**src/rtl/i2s_slave_rx_pkg.sv**
```systemverilog
// Shared constants and types for the I2S slave receiver.
// The clock divider uses the same constants, so both agree on the 64fs frame timing.
package i2s_slave_rx_pkg;

  localparam int SYS_CLK_HZ      = 49_152_000;
  localparam int SAMPLE_RATE_HZ  = 48_000;
  localparam int DATA_W_DEF      = 24;
  localparam int SLOT_W_DEF      = 32;
  localparam int SYNC_STAGES_DEF = 2;
  localparam int LOCK_FRAMES_DEF = 4;
  localparam int TIMEOUT_DEF     = 1024;

  // System clocks per BCLK at the nominal sample rate (two slots per frame).
  localparam int BCLK_DIV_NOM = SYS_CLK_HZ / (SAMPLE_RATE_HZ * 2 * SLOT_W_DEF);

  typedef enum logic {
    RX_UNLOCKED = 1'b0,
    RX_LOCKED   = 1'b1
  } rx_state_t;

endpackage

```
**src/rtl/i2s_sync_edge.sv**
```systemverilog
// N-stage synchroniser for one asynchronous I2S pin.
// It also gives a one-cycle rise pulse, taken from the last stage and its delayed copy.
module i2s_sync_edge #(
  parameter int STAGES = 2
) (
  input  logic clk,
  input  logic rst_n,
  input  logic din,
  output logic level,
  output logic rise
);

  logic [STAGES-1:0] sync_q;
  logic              last_q;

  always_ff @(posedge clk or negedge rst_n) begin
    if (!rst_n) begin
      sync_q <= '0;
      last_q <= 1'b0;
    end else begin
      sync_q <= {sync_q[STAGES-2:0], din};
      last_q <= sync_q[STAGES-1];
    end
  end

  assign level = sync_q[STAGES-1];
  assign rise  = sync_q[STAGES-1] & ~last_q;

endmodule

```
**src/rtl/i2s_slave_rx.sv**
```systemverilog
// Slave-mode I2S receiver: recovers slot timing from an external BCLK/LRCK master.
// It delivers stereo words with a strobe once frame timing has been verified.
module i2s_slave_rx
  import i2s_slave_rx_pkg::*;
#(
  parameter int DATA_W      = DATA_W_DEF,
  parameter int SLOT_W      = SLOT_W_DEF,
  parameter int SYNC_STAGES = SYNC_STAGES_DEF,
  parameter int LOCK_FRAMES = LOCK_FRAMES_DEF,
  parameter int TIMEOUT     = TIMEOUT_DEF
) (
  input  logic              clk,
  input  logic              rst_n,
  input  logic              i2s_bclk,
  input  logic              i2s_lrck,
  input  logic              i2s_sdata,
  output logic [DATA_W-1:0] left_data,
  output logic [DATA_W-1:0] right_data,
  output logic              sample_valid,
  output logic              locked,
  output logic              frame_err
);

  localparam int CNT_W  = $clog2(SLOT_W);
  localparam int GOOD_W = $clog2(LOCK_FRAMES + 1);
  localparam int TO_W   = $clog2(TIMEOUT + 1);

  localparam logic [CNT_W-1:0]  SLOT_LAST = CNT_W'(SLOT_W - 1);
  localparam logic [CNT_W-1:0]  DATA_LAST = CNT_W'(DATA_W);
  localparam logic [GOOD_W-1:0] GOOD_MAX  = GOOD_W'(LOCK_FRAMES);
  localparam logic [TO_W-1:0]   TO_HIT    = TO_W'(TIMEOUT - 1);
  localparam logic [TO_W-1:0]   TO_MAX    = TO_W'(TIMEOUT);

  logic bclk_rise, bclk_level_unused;
  logic lrck_s, lrck_rise_unused;
  logic sdata_s, sdata_rise_unused;

  i2s_sync_edge #(.STAGES(SYNC_STAGES)) u_sync_bclk (
    .clk   (clk),
    .rst_n (rst_n),
    .din   (i2s_bclk),
    .level (bclk_level_unused),
    .rise  (bclk_rise)
  );

  i2s_sync_edge #(.STAGES(SYNC_STAGES)) u_sync_lrck (
    .clk   (clk),
    .rst_n (rst_n),
    .din   (i2s_lrck),
    .level (lrck_s),
    .rise  (lrck_rise_unused)
  );

  i2s_sync_edge #(.STAGES(SYNC_STAGES)) u_sync_sdata (
    .clk   (clk),
    .rst_n (rst_n),
    .din   (i2s_sdata),
    .level (sdata_s),
    .rise  (sdata_rise_unused)
  );

  logic [CNT_W-1:0]  bit_cnt, bit_nxt;
  logic              slot_over;
  logic              aligned;
  logic              left_good;
  logic              lrck_prev;
  logic              frame_pend;
  logic [DATA_W-1:0] shift_q, left_hold, right_hold;
  logic [GOOD_W-1:0] good_cnt, good_nxt;
  logic [TO_W-1:0]   to_cnt;
  rx_state_t         state;

  logic boundary, slot_ok, slot_err, timeout_hit, err;

  always_comb begin
    boundary    = bclk_rise && (lrck_s != lrck_prev);
    slot_ok     = (bit_cnt == SLOT_LAST) && !slot_over;
    slot_err    = boundary && aligned && !slot_ok;
    timeout_hit = !bclk_rise && (to_cnt == TO_HIT);
    err         = slot_err || timeout_hit;
    bit_nxt     = (bit_cnt == SLOT_LAST) ? bit_cnt : bit_cnt + CNT_W'(1);
    good_nxt    = (good_cnt == GOOD_MAX) ? good_cnt : good_cnt + GOOD_W'(1);
  end

  // The counter parks at TIMEOUT after firing, so a stalled BCLK raises only one error.
  always_ff @(posedge clk or negedge rst_n) begin
    if (!rst_n) begin
      to_cnt <= '0;
    end else if (bclk_rise) begin
      to_cnt <= '0;
    end else if (to_cnt != TO_MAX) begin
      to_cnt <= to_cnt + TO_W'(1);
    end
  end

  // Slot tracking runs on BCLK rises. Frame completion is acted on one cycle later, from the hold regs.
  always_ff @(posedge clk or negedge rst_n) begin
    if (!rst_n) begin
      bit_cnt      <= '0;
      slot_over    <= 1'b0;
      aligned      <= 1'b0;
      left_good    <= 1'b0;
      lrck_prev    <= 1'b0;
      frame_pend   <= 1'b0;
      shift_q      <= '0;
      left_hold    <= '0;
      right_hold   <= '0;
      good_cnt     <= '0;
      state        <= RX_UNLOCKED;
      left_data    <= '0;
      right_data   <= '0;
      sample_valid <= 1'b0;
      frame_err    <= 1'b0;
    end else begin
      sample_valid <= 1'b0;
      frame_err    <= 1'b0;
      frame_pend   <= 1'b0;

      if (bclk_rise) begin
        lrck_prev <= lrck_s;
        if (boundary) begin
          bit_cnt   <= '0;
          slot_over <= 1'b0;
          aligned   <= 1'b1;
          if (aligned && slot_ok) begin
            if (lrck_prev) begin
              right_hold <= shift_q;
              frame_pend <= left_good;
              left_good  <= 1'b0;
            end else begin
              left_hold <= shift_q;
              left_good <= 1'b1;
            end
          end
        end else begin
          if (bit_cnt == SLOT_LAST) begin
            slot_over <= 1'b1;
          end
          bit_cnt <= bit_nxt;
          if (bit_nxt <= DATA_LAST) begin
            shift_q <= {shift_q[DATA_W-2:0], sdata_s};
          end
        end
      end

      if (frame_pend) begin
        good_cnt <= good_nxt;
        if (good_nxt == GOOD_MAX) begin
          state <= RX_LOCKED;
        end
        if (state == RX_LOCKED || good_nxt == GOOD_MAX) begin
          left_data    <= left_hold;
          right_data   <= right_hold;
          sample_valid <= 1'b1;
        end
      end

      // An error overrides everything above and forces realignment on the next boundary.
      if (err) begin
        frame_err  <= 1'b1;
        state      <= RX_UNLOCKED;
        good_cnt   <= '0;
        aligned    <= 1'b0;
        left_good  <= 1'b0;
        frame_pend <= 1'b0;
        if (frame_pend) begin
          sample_valid <= 1'b0;
          left_data    <= left_data;
          right_data   <= right_data;
        end
      end
    end
  end

  assign locked = (state == RX_LOCKED);

endmodule

```
**config.mk**
```make
export PLATFORM = sky130hd
export DESIGN_NAME = i2s_slave_rx
export DESIGN_NICKNAME = d
export VERILOG_FILES = /design/src/rtl/i2s_slave_rx_pkg.sv /design/src/rtl/i2s_sync_edge.sv /design/src/rtl/i2s_slave_rx.sv
export SDC_FILE = /design/constraint.sdc
export NUM_CORES = 1
export LEC_CHECK = 0
export ABC_AREA = 1
export ABC_CLOCK_PERIOD_IN_PS = 5100
export BUFFER_PORTS_ARGS = -buffer_cell sky130_fd_sc_hd__buf_4
export CAP_MARGIN = 15
export CORE_UTILIZATION = 30
export DETAILED_ROUTE_END_ITERATION = 8
export PLACE_DENSITY = 0.47
export SLEW_MARGIN = 25
export SYNTH_ARGS = -nofsm -noshare
export SYNTH_HDL_FRONTEND = slang
export SYNTH_SLANG_ARGS = --single-unit
export TNS_END_PERCENT = 5
```
**constraint.sdc**
```tcl
create_clock -name clk -period 5.1 [get_ports clk]
set_input_delay 0.255 -clock clk [delete_from_list [all_inputs] [get_ports clk]]
set_output_delay 0.255 -clock clk [all_outputs]
set_load 0.05 [all_outputs]
```
* After elaboration in Yosys (flattened, before gate mapping) *
Cells that the tools add are included.

word-level totals
  register bits after elaboration = 154
  latch bits = 0
  bits in writable memories = 0
  ROM bits = 0
  output and inout port bits = 51
  logic and storage cells = 98
  memories kept = 0

operators by class
  add/sub/neg operators = 3
  multipliers = 0
  divide/modulo/power cells = 0
  $lt $le $gt $ge = 1
  equal/unequal tests = 7
  shifts and indexed selects = 0
  multiplexer cells = 38
  bitwise logic cells = 4
  reduce and logical (&&, ||, !) cells = 25

operators by type and width
  operator                                               number
  two-way mux 24 bit                                     8
  two-way mux 1 bit                                      23
  two-way mux 11 bit                                     2
  nonzero test 2 bit                                     7
  adder 11 x 1 -> 11 bit, second input constant          1
  == test 11 x 10 -> 1 bit, second input constant        1
  inequality test 11 bit, second input constant          1
  two-way mux 5 bit                                      2
  two-way mux 3 bit                                      3
  AND reduction 4 bit                                    2
  == test 3 bit, second input constant                   2
  logical AND 1 bit                                      6
  AND reduction 2 bit                                    3
  AND reduction 3 bit                                    2
  adder 5 x 1 -> 5 bit, second input constant            1
  == test 5 bit, second input constant                   1
  less-or-equal comparator 5 bit, second input constant  1
  adder 3 x 1 -> 3 bit, second input constant            1
  logical NOT 1 bit                                      3
  inverter 1 bit                                         3
  logical OR 1 bit                                       2
  inequality test 2 bit, second input constant           1
  bitwise AND 1 bit                                      1
  inequality test 1 bit                                  1

* Longest topological paths before layout *
  depth after elaboration = 8
  gate-level depth with buffers = 12

* By module *
Synthesis repeated with hierarchy kept, for this count alone.

unflattened totals
  cells, all modules = 744
  area total of the unflattened synthesis = 6792.8 um^2

by module, submodules not included
  module         times used  cells each  area an instance (um^2)  seq. area each (um^2)
  i2s_slave_rx   1           729         6537.5                   3678.5
  i2s_sync_edge  3           5           85.1                     75.1

* Worst setup path after synthesis *
OpenSTA, ideal clock, no wires.

  kind = flip-flop to flip-flop
  start point = register good_cnt[0]
  end point = register right_data[10]
  arrival time = 1.642 ns
  slack = 3.393 ns
  cell stages (with the launch flop) = 12
  period minus slack after synthesis = 1.707 ns
  cell sequence = dfrtp_1 > inv_1 > ha_1 > nand2_1 > nand2_1 > nand2_1 > nand3_1 > a21oi_2 > buf_2 > buf_2 > nand3_1 > nand2_1

on the way
  longest elaborated chain between the ends = 8

RTL lines
  what                                                          line                 text
  start, declared                                               i2s_slave_rx.sv:69   logic [GOOD_W-1:0] good_cnt, good_nxt;
  start signal, assigned                                        i2s_slave_rx.sv:147  good_cnt <= good_nxt;
  adder 3 x 1 -> 3 bit / == test 3 bit (equally long branches)  i2s_slave_rx.sv:82   good_nxt = (good_cnt == GOOD_MAX) ? good_cnt : good_cnt + GOOD_W'(1);
  two-way mux 3 bit *                                           i2s_slave_rx.sv:82
  == test 3 bit *                                               i2s_slave_rx.sv:151  if (state == RX_LOCKED || good_nxt == GOOD_MAX) begin
  logical OR 1 bit *                                            i2s_slave_rx.sv:151
  two-way mux 24 bit *                                          i2s_slave_rx.sv:151
  two-way mux 24 bit *                                          i2s_slave_rx.sv:146  if (frame_pend) begin
  two-way mux 24 bit                                            i2s_slave_rx.sv:166  if (frame_pend) begin
  two-way mux 24 bit *                                          i2s_slave_rx.sv:159  if (err) begin
  end signal, assigned                                          i2s_slave_rx.sv:153  right_data <= right_hold;
  end signal, assigned                                          i2s_slave_rx.sv:169  right_data <= right_data;
  end, declared                                                 i2s_slave_rx.sv:18   output logic [DATA_W-1:0] right_data,

Mark *: on every way between the ends. The rest lies on a longest branch, timed or not. The select of a mux whose other input is x is not followed.
A chain may end at the register's enable or synchronous reset.

* Final worst setup path *
  start point = register good_cnt[0]
  end point = register left_data[12]

on the way
  longest elaborated chain between the ends = 8

RTL lines
  what                                                          line                 text
  adder 3 x 1 -> 3 bit / == test 3 bit (equally long branches)  i2s_slave_rx.sv:82
  two-way mux 3 bit *                                           i2s_slave_rx.sv:82
  == test 3 bit *                                               i2s_slave_rx.sv:151
  logical OR 1 bit *                                            i2s_slave_rx.sv:151
  two-way mux 24 bit *                                          i2s_slave_rx.sv:151
  two-way mux 24 bit *                                          i2s_slave_rx.sv:146
  two-way mux 24 bit                                            i2s_slave_rx.sv:166
  two-way mux 24 bit *                                          i2s_slave_rx.sv:159
  end signal, assigned                                          i2s_slave_rx.sv:152  left_data <= left_hold;
  end signal, assigned                                          i2s_slave_rx.sv:168  left_data <= left_data;
  end, declared                                                 i2s_slave_rx.sv:17   output logic [DATA_W-1:0] left_data,

Marks and branches as above.

==> results <==
- The flow ran to the end, and the final reports show no timing, DRC or antenna violations.
- Adding up every negative setup slack in the final design gives 0 ns.
- The worst setup path is of the reg -> reg kind.
- Entering global routing, the biggest net connects 101 pins.
- The launch point of the worst reg-to-reg path is good_cnt[0].
- Subtracting the final worst setup slack from the clock period gives 2.73 ns.
- The routed layout has 4507 vias.
- Together, buffers and inverters on the worst path number 2.
- On the worst path, the slowest cell contributes a delay of 0.54 ns.
- In the synthesized netlist the dominant register cell turns out to be dfrtp_1.
- For this run, the register share of the synthesized area comes to 61.8%.
- By instance count, the cell type seen most on the critical path is nand2_1.
- The initial antenna violation count was 0.
- The launching instance or port of the critical path is good_cnt[0].
- After synthesis the netlist holds a flip-flop and latch count of 154.
- The cell at the root of the clock tree is clkbuf_16.
- For this design the static power due to leakage is 3.78 nW.
- The number of antenna diodes in the final layout is 0.
- Derived from the worst setup path, the maximum achievable clock frequency is 0.366 GHz.
- During placement, the flow inserted port buffers numbering 55.
- The core region is 0.0203 mm^2.
- The estimated wirelength of the detail-placed design is 8220 um.
- The number of max-slew violations in the final report is 0.
- For the pin with the worst max-slew slack, the measured transition is 0.929 ns.
- Ranked by total cell area, the synthesized netlist is headed by dfrtp_1 (62%), nand2_1 (13%), nand3_1 (6.9%).
- Global routing consumed, over all layers together, 13.2% of the routing resources.
- The die is 146 um wide.
- The post-CTS setup repair buffer count is 0.
- The total power density per cell area is 362 mW/mm^2.
- For this run, the number of Yosys warnings is 0.
- The via count of the first global-routing pass is 4670.
- The clock-pin slew on the worst setup and hold paths is 0.06 ns.
- The mean cell area of the mapped netlist is 9.25 um^2.
- At the end of the flow the core is filled with cells to 36.7%.
- The type of the most critical hold path is reg -> reg.
- The routed design uses 463 um of met3 wire.
- Max-cap violations in this run came to 0.
- STA puts the critical path data required time at 5.40 ns.
- The detail route stage leaves a number of antenna-violating nets equal to 0.
- Traced cell by cell, the critical path runs through inv_1, ha_1, nand2_1, nand2_1, nand2_1, nand3_1, a21oi_4, buf_4, nand2_4, nand2_1, nand2_1.
- Along the worst path, the maximum fanout reaches 49.
- Dividing the final minimum period by the clock period gives 53.6%.
- The post-synthesis net count is 684.
- The number of buffers on the longest clock path is 2.
- The sequential share of power is 48.7%.
- Yosys mapped a number of flops with a built-in enable equal to 0.
- Counting every sink on the clock net gives 154.
- The depth of the worst register-to-register path is 11.
- The clock buffer count from CTS is 17.
- The number of placed I/O pins is 56.
- In this run the power spent charging and discharging nets is 0.000670 W.
- Counting the fill cells in the layout gives 2095.
- The clock reaches the later pin of the worst-skew pair after 0.42 ns.
- For this run, design rule violations remaining after detail routing come to 0.
- The routed wire length per instance is 12.9 um.
- The most instantiated library cell after synthesis is nand2_1.
- The uppermost signal routing layer after detailed routing is met4.
- The weighted congestion reported at the end of routability-driven placement is 0.694.
- The standard-cell row count is 52.
- The pre-antenna-repair detailed-routing pass consisted of 4 iterations.
- The register-to-register setup slack is 2.37 ns.
- The synthesized design devotes to its leading area cell type 61.8% of total area.
- The kind of launch point of the worst setup path is a register.
- The H-tree depth reported by CTS is 4.
- TritonCTS built the clock tree.
- In this run the tightest slew margin relative to its limit is 38.0%.
- The capture endpoint of the worst hold path is u_sync_lrck.sync_q[1].
- The number of cells on the worst hold path is 0.
- The die covers 0.0214 mm^2.
- The routed wire length is 13000 um.
- The worst register-to-register path ends at left_data[12].
- The family of cells with the greatest summed delay on the critical path is simple AND/OR/NAND/NOR gates.
- The setup skew after layout is 0.00902 ns.
- Combinational logic is responsible for 6.1% of the overall power.
- In the synthesized netlist the async set-or-reset flop fraction comes to 100%.
- Compared with the post-synthesis result, the final layout area differs by 19.6%.
- Cells with a size suffix above 1 make up 14.3% of the layout.
- Data arrives at the worst endpoint at 3.03 ns.
- The total overflow left after global routing is 0.
- The number of different library cells used by synthesis comes to 33.
- Once the floorplan was initialized, standard cells occupied 30.7% of the core.
- The worst setup path is captured at a register.
- The floorplan step set the die height to 146 um.
- The synthesized netlist cell count is 674.
- VDD sags by at most 241 uV.
- The area taken by flip-flops and latches is 0.00385 mm^2.
- The global-route wire length before repair is 22600 um.
- The wire length on met2 is 6500 um.
- Sorting the synthesized cells by how often they occur yields nand2_1 (222), dfrtp_1 (154), nand3_1 (86).
- In this run, the clock network consumes 45.1% of the power.
- The largest area contributor in the netlist is dfrtp_1.
- In this run the most critical hold path is launched from u_sync_lrck.sync_q[0].
- Setup violations remaining at the end of the flow were counted as 0.
- The number of hold violations in the final report was 0.
- The synthesized netlist occupies a cell area of 0.00624 mm^2.
- The number of nets at the end of the flow is 733.
- The area of the multi-input gates is 0.00200 mm^2.
- Using the TritonRoute via totals, the vias-per-cell ratio works out to 4.48.
- The critical-path cell with the highest stage delay is a21oi_4.
- The net switching fraction of the power is 24.8%.
- The detailed router finished its first iteration with 224 violations.
- Setup repair after global routing left no endpoint under its margin.
- The total routed wire length on the met1 layer is 5910 um.
- The internal portion of the total power is 0.00203 W.
[how the worst max path moves through the flow]
stage,slack (ns),end,cells past startpoint
finish,2.37,left_data[12],11
floorplan,3.39,right_data[10],11
detailed placement,2.32,left_data[12],11
global route,2.04,right_data[13],11
global placement,2.45,left_data[2],11
CTS,2.31,left_data[12],11
[flip-flops by register name (all words and copies together) (netlist names), 2 cells and up]
| name | count |
|---|---|
| to_cnt | 11 |
| left_hold | 24 |
| right_data | 24 |
| good_cnt | 3 |
| u_sync_lrck.sync_q | 2 |
| u_sync_sdata.sync_q | 2 |
| bit_cnt | 5 |
| shift_q | 24 |
| left_data | 24 |
| right_hold | 24 |
| u_sync_bclk.sync_q | 2 |
[cell usage in the layout (no fill, tap or decap), types with 2 or more instances in the layout]
cell           instances
a21oi_1               10
buf_4                 58
clkbuf_1               2
clkbuf_16             17
clkbuf_8               2
clkinv_4               3
dfrtp_1              154
dlygate4sd3_1          4
ha_1                   5
inv_1                 55
inv_2                  2
inv_6                  5
nand2_1              222
nand2_2                2
nand3_1               86
nand3_2                2
nand4_1                3
nor2_1                13
nor2_2                 4
nor2_4                 2
nor3_1                 5
o21ai_0               39
o21ai_1               20
o22ai_1                4
xor2_1                 3
[what timing repair did]
item,4_1_cts,5_1_grt
hold buffers,4,0
gates resized for setup,0,0
hold endpoints to repair,102,0
setup endpoints to repair,0,0
[power by group through the flow]
stage	registers, W	logic (W)	clock network, W
final	0.00131	0.000165	0.00122
after global placement	0.00133	0.000160	0
after global routing	0.00132	0.000194	0.00130
after floorplan	0.00133	0.000111	0
after detailed placement	0.00134	0.000166	0
after CTS	0.00131	0.000169	0.00125
[layout make-up]
| class | count | area share [%] |
|---|---|---|
| well taps | 270 | 4.53 |
| multi-input cells | 430 | 26.8 |
| flip-flops and latches | 154 | 51.7 |
| clock inverters | 10 | 1.44 |
| clock buffers | 21 | 6.17 |
| repair buffers | 63 | 6.53 |
| inverters | 57 | 2.87 |
[metrics by stage]
stage / instances / hold slack (ns) / setup slack (ns) / area, um^2 / total power, W
6_report: 1005 / 0.348 / 2.37 / 7460 / 0.00270
5_1_grt: 1005 / 0.357 / 2.04 / 7460 / 0.00282
4_1_cts: 1005 / 0.350 / 2.31 / 7460 / 0.00274
3_5_place_dp: 970 / 0.337 / 2.32 / 6850 / 0.00150
3_3_place_gp: 970 / 0.337 / 2.45 / 6850 / 0.00149
2_1_floorplan: 674 / -0.0406 / 3.39 / 6240 / 0.00144
[cells by family after synthesis]
family / count (synthesis) / share of synthesized area [%]
fa+ha+maj: 5 / 1.00
buf+inv: 90 / 6.30
flops: 154 / 61.8
xor+xnor: 3 / 0.421
simple gates: 344 / 23.9
compound gates: 78 / 6.54
[layer usage]
metal,global-route usage [%],up-vias
met4,4.43,0
met2,22.8,70
met1,16.0,2178
met5,0,-
li1,-,2250
met3,3.56,9
Power figures use the tool's default switching activity.
